### src/rtl/serial_adder_pkg.sv
// Shared definitions for the bit-serial adder: FSM state codes and the
// bit-counter width helper.
package serial_adder_pkg;

    localparam logic [1:0] ST_IDLE = 2'd0;
    localparam logic [1:0] ST_RUN  = 2'd1;
    localparam logic [1:0] ST_DONE = 2'd2;

    // Counter only has to reach width-1, so clog2(width) bits suffice.
    function automatic int cnt_width(input int width);
        return (width > 2) ? $clog2(width) : 1;
    endfunction

endpackage

### src/rtl/serial_adder_if.sv
// Start/busy/done handshake plus operand and result buses between a lab
// controller (master) and the serial adder (slave).
interface serial_adder_if #(
    parameter int WIDTH = 8
);

    logic             start;
    logic [WIDTH-1:0] A;
    logic [WIDTH-1:0] B;
    logic             cin;
    logic             busy;
    logic             done;
    logic [WIDTH-1:0] S;
    logic             cout;

    modport master (
        output start, A, B, cin,
        input  busy, done, S, cout
    );

    modport slave (
        input  start, A, B, cin,
        output busy, done, S, cout
    );

endinterface

### src/rtl/full_adder.sv
// One-bit full-adder slice; the only arithmetic in the serial adder.
module full_adder (
    input  logic A,
    input  logic B,
    input  logic Cin,
    output logic S,
    output logic Cout
);

    assign S    = A ^ B ^ Cin;
    assign Cout = (A & B) | (A & Cin) | (B & Cin);

endmodule

### src/rtl/serial_adder.sv
// Bit-serial adder: sums two WIDTH-bit operands LSB-first through a single
// full-adder slice, with a start/busy/done handshake.
module serial_adder
    import serial_adder_pkg::*;
#(
    parameter int WIDTH = 8
) (
    input  logic          clk,
    input  logic          rst,
    serial_adder_if.slave bus
);

    localparam int                CNT_W    = cnt_width(WIDTH);
    localparam logic [CNT_W-1:0] CNT_LAST = CNT_W'(WIDTH - 1);

    logic [1:0]       state;
    logic [1:0]       state_next;
    logic             busy_q;
    logic             done_q;
    logic [WIDTH-1:0] a_sh;
    logic [WIDTH-1:0] b_sh;
    logic [WIDTH-1:0] s_sh;
    logic             carry;
    logic             cout_q;
    logic [CNT_W-1:0] cnt;
    logic             slice_s;
    logic             slice_c;
    logic             last_bit;

    full_adder u_slice (
        .A    (a_sh[0]),
        .B    (b_sh[0]),
        .Cin  (carry),
        .S    (slice_s),
        .Cout (slice_c)
    );

    assign last_bit = (cnt == CNT_LAST);

    always_comb begin
        state_next = state;
        case (state)
            ST_IDLE: if (bus.start) state_next = ST_RUN;
            ST_RUN:  if (last_bit)  state_next = ST_DONE;
            ST_DONE: state_next = ST_IDLE;
            default: state_next = ST_IDLE;
        endcase
    end

    // busy/done come from flops loaded with the next-state decode, so they
    // are glitch-free and have no combinational path from start.
    always_ff @(posedge clk or posedge rst) begin
        if (rst) begin
            state  <= ST_IDLE;
            busy_q <= 1'b0;
            done_q <= 1'b0;
        end else begin
            state  <= state_next;
            busy_q <= (state_next == ST_RUN) || (state_next == ST_DONE);
            done_q <= (state_next == ST_DONE);
        end
    end

    always_ff @(posedge clk or posedge rst) begin
        if (rst) begin
            a_sh   <= '0;
            b_sh   <= '0;
            s_sh   <= '0;
            carry  <= 1'b0;
            cout_q <= 1'b0;
            cnt    <= '0;
        end else begin
            case (state)
                ST_IDLE: begin
                    if (bus.start) begin
                        a_sh  <= bus.A;
                        b_sh  <= bus.B;
                        carry <= bus.cin;
                        s_sh  <= '0;
                        cnt   <= '0;
                    end
                end
                ST_RUN: begin
                    // Sum bits enter at the MSB so the LSB lands at bit 0
                    // after exactly WIDTH shifts.
                    s_sh  <= {slice_s, s_sh[WIDTH-1:1]};
                    a_sh  <= a_sh >> 1;
                    b_sh  <= b_sh >> 1;
                    carry <= slice_c;
                    if (last_bit) begin
                        cout_q <= slice_c;
                        cnt    <= '0;
                    end else begin
                        cnt <= cnt + 1'b1;
                    end
                end
                default: ;
            endcase
        end
    end

    assign bus.busy = busy_q;
    assign bus.done = done_q;
    assign bus.S    = s_sh;
    assign bus.cout = cout_q;

endmodule

### src/flat_wrapper.sv
// flat-port wrapper written by rule: the top's interface ports become plain ports
module serial_adder_flat import serial_adder_pkg::*;
#(
    parameter int WIDTH = 8
)
  (clk, rst, bus_start, bus_A, bus_B, bus_cin, bus_busy, bus_done, bus_S, bus_cout);
  serial_adder_if #(.WIDTH(WIDTH)) bus_i ();
  input  logic clk;
  input  logic rst;
  input wire logic [$bits(bus_i.start)-1:0] bus_start;
  input wire logic [$bits(bus_i.A)-1:0] bus_A;
  input wire logic [$bits(bus_i.B)-1:0] bus_B;
  input wire logic [$bits(bus_i.cin)-1:0] bus_cin;
  output wire logic [$bits(bus_i.busy)-1:0] bus_busy;
  output wire logic [$bits(bus_i.done)-1:0] bus_done;
  output wire logic [$bits(bus_i.S)-1:0] bus_S;
  output wire logic [$bits(bus_i.cout)-1:0] bus_cout;
  assign bus_i.start = bus_start;
  assign bus_i.A = bus_A;
  assign bus_i.B = bus_B;
  assign bus_i.cin = bus_cin;
  assign bus_busy = bus_i.busy;
  assign bus_done = bus_i.done;
  assign bus_S = bus_i.S;
  assign bus_cout = bus_i.cout;
  serial_adder #(.WIDTH(WIDTH)) u_core (.clk(clk), .rst(rst), .bus(bus_i));
endmodule
### config.mk
export PLATFORM = sky130hd
export DESIGN_NAME = serial_adder_flat
export DESIGN_NICKNAME = d
export VERILOG_FILES = /design/src/rtl/serial_adder_pkg.sv /design/src/rtl/serial_adder_if.sv /design/src/rtl/full_adder.sv /design/src/rtl/serial_adder.sv /design/src/flat_wrapper.sv
export SDC_FILE = /design/constraint.sdc
export NUM_CORES = 1
export LEC_CHECK = 0
export ABC_AREA = 0
export CAP_MARGIN = 15
export CORE_ASPECT_RATIO = 0.75
export CORE_MARGIN = 1.5
export CORE_UTILIZATION = 30
export DETAILED_ROUTE_END_ITERATION = 12
export HOLD_SLACK_MARGIN = 0.12
export SLEW_MARGIN = 20
export SYNTH_ARGS = -nofsm -noshare
export SYNTH_HDL_FRONTEND = slang
export SYNTH_SLANG_ARGS = --single-unit
### constraint.sdc
create_clock -name clk -period 1.59 [get_ports clk]
set_input_delay 0.318 -clock clk [delete_from_list [all_inputs] [get_ports clk]]
set_output_delay 0.318 -clock clk [all_outputs]
set_load 0.01 [all_outputs]
Word-level counts from Yosys, hierarchy flattened
Cells that the tools add are included.
{ "word_totals": {"register_bits": 33, "inputBits": 20, "out_inout_bits": 11} }
{ "classes": {"n_addsub": 1, "n_eq_ne": 5, "n_mux": 14, "n_bitwise": 7, "reduce_logical": 5} }
{ "ops": {"columns": ["cell", "count"], "rows": [
  ["case mux 8 bit (2 select lines)", 3],
  ["2-to-1 mux 8 bit", 3],
  ["2-to-1 mux 3 bit", 2],
  ["case mux 3 bit (2 select lines)", 1],
  ["== test 2 x 1 -> 1 bit (second input constant)", 2],
  ["2-to-1 mux 2 bit", 2],
  ["case mux 2 bit (2 select lines)", 1],
  ["AND reduction 2 bit", 2],
  ["adder 3 x 1 -> 3 bit (second input constant)", 1],
  ["bitwise AND 1 bit", 3],
  ["== test 3 bit (second input constant)", 1],
  ["== test 2 bit (second input constant)", 1],
  ["logical NOT 2 bit", 1],
  ["inequality test 2 bit (second input constant)", 1],
  ["bitwise OR 1 bit", 2],
  ["case mux 1 bit (2 select lines)", 1],
  ["nonzero test 2 bit", 1],
  ["XOR 1 bit", 2],
  ["logical OR 1 bit", 1],
  ["2-to-1 mux 1 bit", 1]
]} }

Depth between registers and ports, before layout
{ "logic_depth": {"word_depth": 5, "ltp_mapped": 6, "ltp_nobuf": 6} }

Modules after synthesis
A second synthesis with hierarchy kept.
{ "hier_totals": {"hier_cells": 131, "area_unflattened_um2": 1542.7} }
{ "by_module_without_submodules": {"columns": ["module", "n_inst", "cells_per_inst", "area_per_inst_um2", "seq_area_each_um2"], "rows": [
  ["serial_adder", 1, 130, 1522.7, 825.8],
  ["full_adder", 1, 1, 20.0, 0.0]
]} }

Worst setup path before layout
OpenSTA, ideal clock, no wires.
{ "synth_timing": {"kind": "reg-to-reg", "startpoint": "register u_core.cnt[0]", "endpoint": "register u_core.busy_q, in the netlist u_core.bus.busy", "arrival_ns": 1.283, "required_ns": 1.477, "slack_ns": 0.194, "path_stages_with_launch": 7, "path_buffers": 0, "path_cell_list": "dfrtp_1 -> ha_1 -> ha_1 -> a21oi_1 -> inv_1 -> ha_1 -> inv_1"} }
{ "synth_between": {"elab_chain_cells": 5} }
{ "synth_lines": {"columns": ["element", "line", "text"], "rows": [
  ["from (decl)", "serial_adder.sv:25", "logic [CNT_W-1:0] cnt;"],
  ["from (signal assigned)", "serial_adder.sv:94", "cnt <= cnt + 1'b1;"],
  ["== test 3 bit *", "serial_adder.sv:38", "assign last_bit = (cnt == CNT_LAST);"],
  ["2-to-1 mux 2 bit *", "serial_adder.sv:44", "ST_RUN: if (last_bit) state_next = ST_DONE;"],
  ["case mux 2 bit (2 select lines) *", "serial_adder.sv:42", "case (state)"],
  ["named net u_core.state_next[0]", "serial_adder.sv:17", "logic [1:0] state_next;"],
  ["== test 2 x 1 -> 1 bit / == test 2 bit (equally long branches)", "serial_adder.sv:59", "busy_q <= (state_next == ST_RUN) || (state_next == ST_DONE);"],
  ["logical OR 1 bit *", "serial_adder.sv:59", null],
  ["to (signal assigned)", "serial_adder.sv:59", null],
  ["to (decl)", "serial_adder.sv:18", "logic busy_q;"]
]} }
Mark *: on every way through the listed nets, which the timed path passes. The rest lies on a longest branch.
A chain may end at the register's enable or synchronous reset.

Worst setup path in the final report
Ends and elaborated chain as after synthesis.

==> run_results.csv <==
group,metric,value,unit
clocking,cts_setup_buffers,0,
clocking,numClockSinks,33,
layout,area_growth,32.35,%
timing,max_freq,655.5,MHz
clocking,holdBufCountCts,0,
critical_path,cp-start-kind,"flop",
power_and_ir_drop,leakage,0.8532,nW
synth,synth-seq-cells,33,
power_and_ir_drop,p_per_area,1953,nW/um2
layout,diodes,0,
synth,synth_nets,154,
timing,worst_pin_slew,427.6,ps
synth,avgSynthCellArea,11.45,um2
power_and_ir_drop,peakVddDrop,803.3,uV
floorplan,initial_core_util,0.3220,
timing,holdWs,436.9,ps
clocking,clk_path_buf_depth,2,
flow_run,max_cap_viol_count,0,
timing,fin_skew,5.146,ps
place,place_hpwl,2315,um
floorplan,die_w,84.35,um
synth,yosysWarningCount,0,
global_route,grt-ovfl-total,0,
hold_path,min-delay-path-class,"in -> async",
floorplan,core_area,4624,um2
critical_path,critical_path_arrival,1700,ps
clocking,cts_buffers,5,
layout,layout-drive-gt1-share,0.1377,
routing,drt-initial-drc-count,59,
routing,antenna_left,0,
routing,wirelength,3218,um
critical_path,crit_type,"reg -> reg",
synth,netlist_top_cells_area,"dfrtp_1 55%, a22o_1 4.7%, nor3_1 4.7%",
global_route,grt_pass1_vias,1229,
timing,period_share,0.9595,
floorplan,num_rows,21,
synth,seq_area_frac_synth,0.5546,
floorplan,fp.dieArea,5399,um2
routing,vias_per_cell,4.991,
critical_path,cpMostUsedCell,"ha_1",
critical_path,reg2reg_from,"u_core.cnt[0]",
global_route,grt_max_degree,34,
synth,ys_types,33,
timing,setup_viol,0,
layout,post-route-util,0.4261,
place,io_buffers,30,
synth,synth_top_area_cell,"dfrtp_1",
synth,yosys.area.top_type_share,0.5546,
timing,slew_headroom,0.7149,
routing,drc_errors,0,
clocking,path_clk_slew,60,ps
clocking,clock_latency,280,ps
place,dpl_cell_area,1884,um2
global_route,grt_pass1_wl,5796,um
place,gp_congestion,0.7710,
synth,syn-instance-count,130,
floorplan,die_h,64.01,um
layout,nNetsFinal,191,
routing,dr.pass1.iters,4,
critical_path,startpoint,"u_core.cnt[0]",
critical_path,cp_slowest_cell,"dfrtp_1",
place,placed_cells,217,
critical_path,cp_data_required_time,1760,ps
layout,final_cell_area,1971,um2
run_status,status,"complete, no violations",
layout,final_cells,224,
clocking,htree_levels,2,
clocking,cts-resized-gates,0,
timing,rsz0062_at_grt,"false",
synth,syn-cell-area,1489,um2
timing,final-hold-violation-count,0,
critical_path,path_cells,"ha_1 -> ha_1 -> a21oi_1 -> inv_1 -> ha_1 -> inv_1",
critical_path,slowest_delay,410,ps
global_route,antenna_found_initial,0,
floorplan,io-pin-count,31,
critical_path,critical_path.max_fanout,4,
critical_path,crit_path_end_kind,"flop",
routing,dr_total_vias,1118,
timing,fin_crit,1526,ps
clocking,tritoncts,"done",
clocking,cts_root_buf,"clkbuf_8",
layout,fill_cells,450,
timing,slew_violations,0,
routing,avgRoutedWirePerCell,14.37,um
global_route,grt_usage,0.1372,
## final timing paths
| check | endpoint | cells after the start | slack [ps] |
|---|---|---|---|
| max | u_core.bus.busy | 6 | 60 |
| min | u_core.a_sh[1] | 3 | 440 |
| max reg2reg | u_core.bus.busy | 6 | 60 |
| min reg2reg | u_core.cnt[1] | 1 | 500 |
| max in group asynchronous | u_core.b_sh[4] | 3 | 840 |
| min in group clk | u_core.cnt[1] | 1 | 500 |
## stage by stage
| stage | total power [mW] | TNS (ps) | setup slack [ps] |
|---|---|---|---|
| 6_report | 3.848 | 0 | 64.44 |
| 5_1_grt | 4.192 | 0 | 18.03 |
| 4_1_cts | 3.899 | 0 | 51.87 |
| 3_5_place_dp | 3.257 | -683.5 | -98.38 |
| 3_3_place_gp | 3.165 | -383.7 | -55.28 |
| 2_1_floorplan | 2.634 | 0 | 194.5 |
## cell usage after synthesis (all sizes together)
cell type	n
a32oi	2
a2bb2oi	4
o22ai	5
o32ai	2
o21ai	1
and2b	1
a22o	8
a211oi	3
dfrtp	33
nor2	4
nor2b	5
buf	8
clkinv	2
a32o	1
a221oi	1
o21bai	1
nor3b	3
a21oi	5
inv	9
o31ai	1
nand2b	2
or2	1
o22a	4
fa	1
nor3	14
ha	3
nand2	6
## critical path: cells and delay by family (launching register included)
kind	cells	cell delay, ps
adders and majority gates	3	710
DFF	1	410
AOI/OAI and AO/OA	1	210
buffers and inverters	2	100
## kinds of logic after synthesis
logic type | share of synthesized area
simple gates | 0.1294
buf+inv | 0.06219
flops | 0.5546
compound gates | 0.2151
fa+ha+maj | 0.03866
## registers in the layout (all words and copies together), names as in the netlist
| signal | cells |
|---|---|
| u_core.a_sh | 8 |
| u_core.b_sh | 8 |
| u_core.bus.S | 8 |
| u_core.bus.busy | 1 |
| u_core.bus.cout | 1 |
| u_core.bus.done | 1 |
| u_core.carry | 1 |
| u_core.cnt | 3 |
| u_core.state | 2 |
## layer usage
| metal | track usage | wire length (um) | share of wire | vias to the layer above |
|---|---|---|---|---|
| li1 | - | - | - | 547 |
| met5 | 0 | 0 | 0 | - |
| met3 | 0.04134 | 187 | 0.058 | 2 |
| met1 | 0.1824 | 1544 | 0.48 | 541 |
| met2 | 0.2140 | 1467 | 0.46 | 28 |
| met4 | 0.04839 | 18 | 0.0056 | 0 |
## layout make-up
class                   instances  area [um2]  area share
repair buffers                 38       372.9      0.1892
well taps                      57       71.32     0.03619
inverters                      11       43.79     0.02222
multi-input cells              78       570.5      0.2895
flip-flops and latches         33       825.8      0.4190
clock buffers                   7       86.33     0.04381
## layout by cell type, fill, tap and decap left out, types with 2 or more instances in the layout
cell / count
a21oi_1: 5
dfrtp_1: 33
o22a_1: 4
inv_1: 8
nor3_1: 14
o22ai_1: 5
buf_4: 7
a22o_1: 8
a2bb2oi_1: 4
clkinv_2: 2
o32ai_1: 2
nor3b_1: 3
clkdlybuf4s50_1: 30
a211oi_2: 2
ha_1: 3
nand2_1: 6
nor2b_1: 5
nor2_1: 3
a32oi_1: 2
clkbuf_8: 6
## where the power goes
| part | internal [mW] | total (mW) | switching, mW |
|---|---|---|---|
| clock | 0.343 | 0.626 | 0.283 |
| combinational | 0.911 | 1.73 | 0.821 |
| sequential | 1.23 | 1.49 | 0.263 |
| total | 2.48 | 3.85 | 1.37 |
No activity file was read; power rests on OpenSTA's default activity.
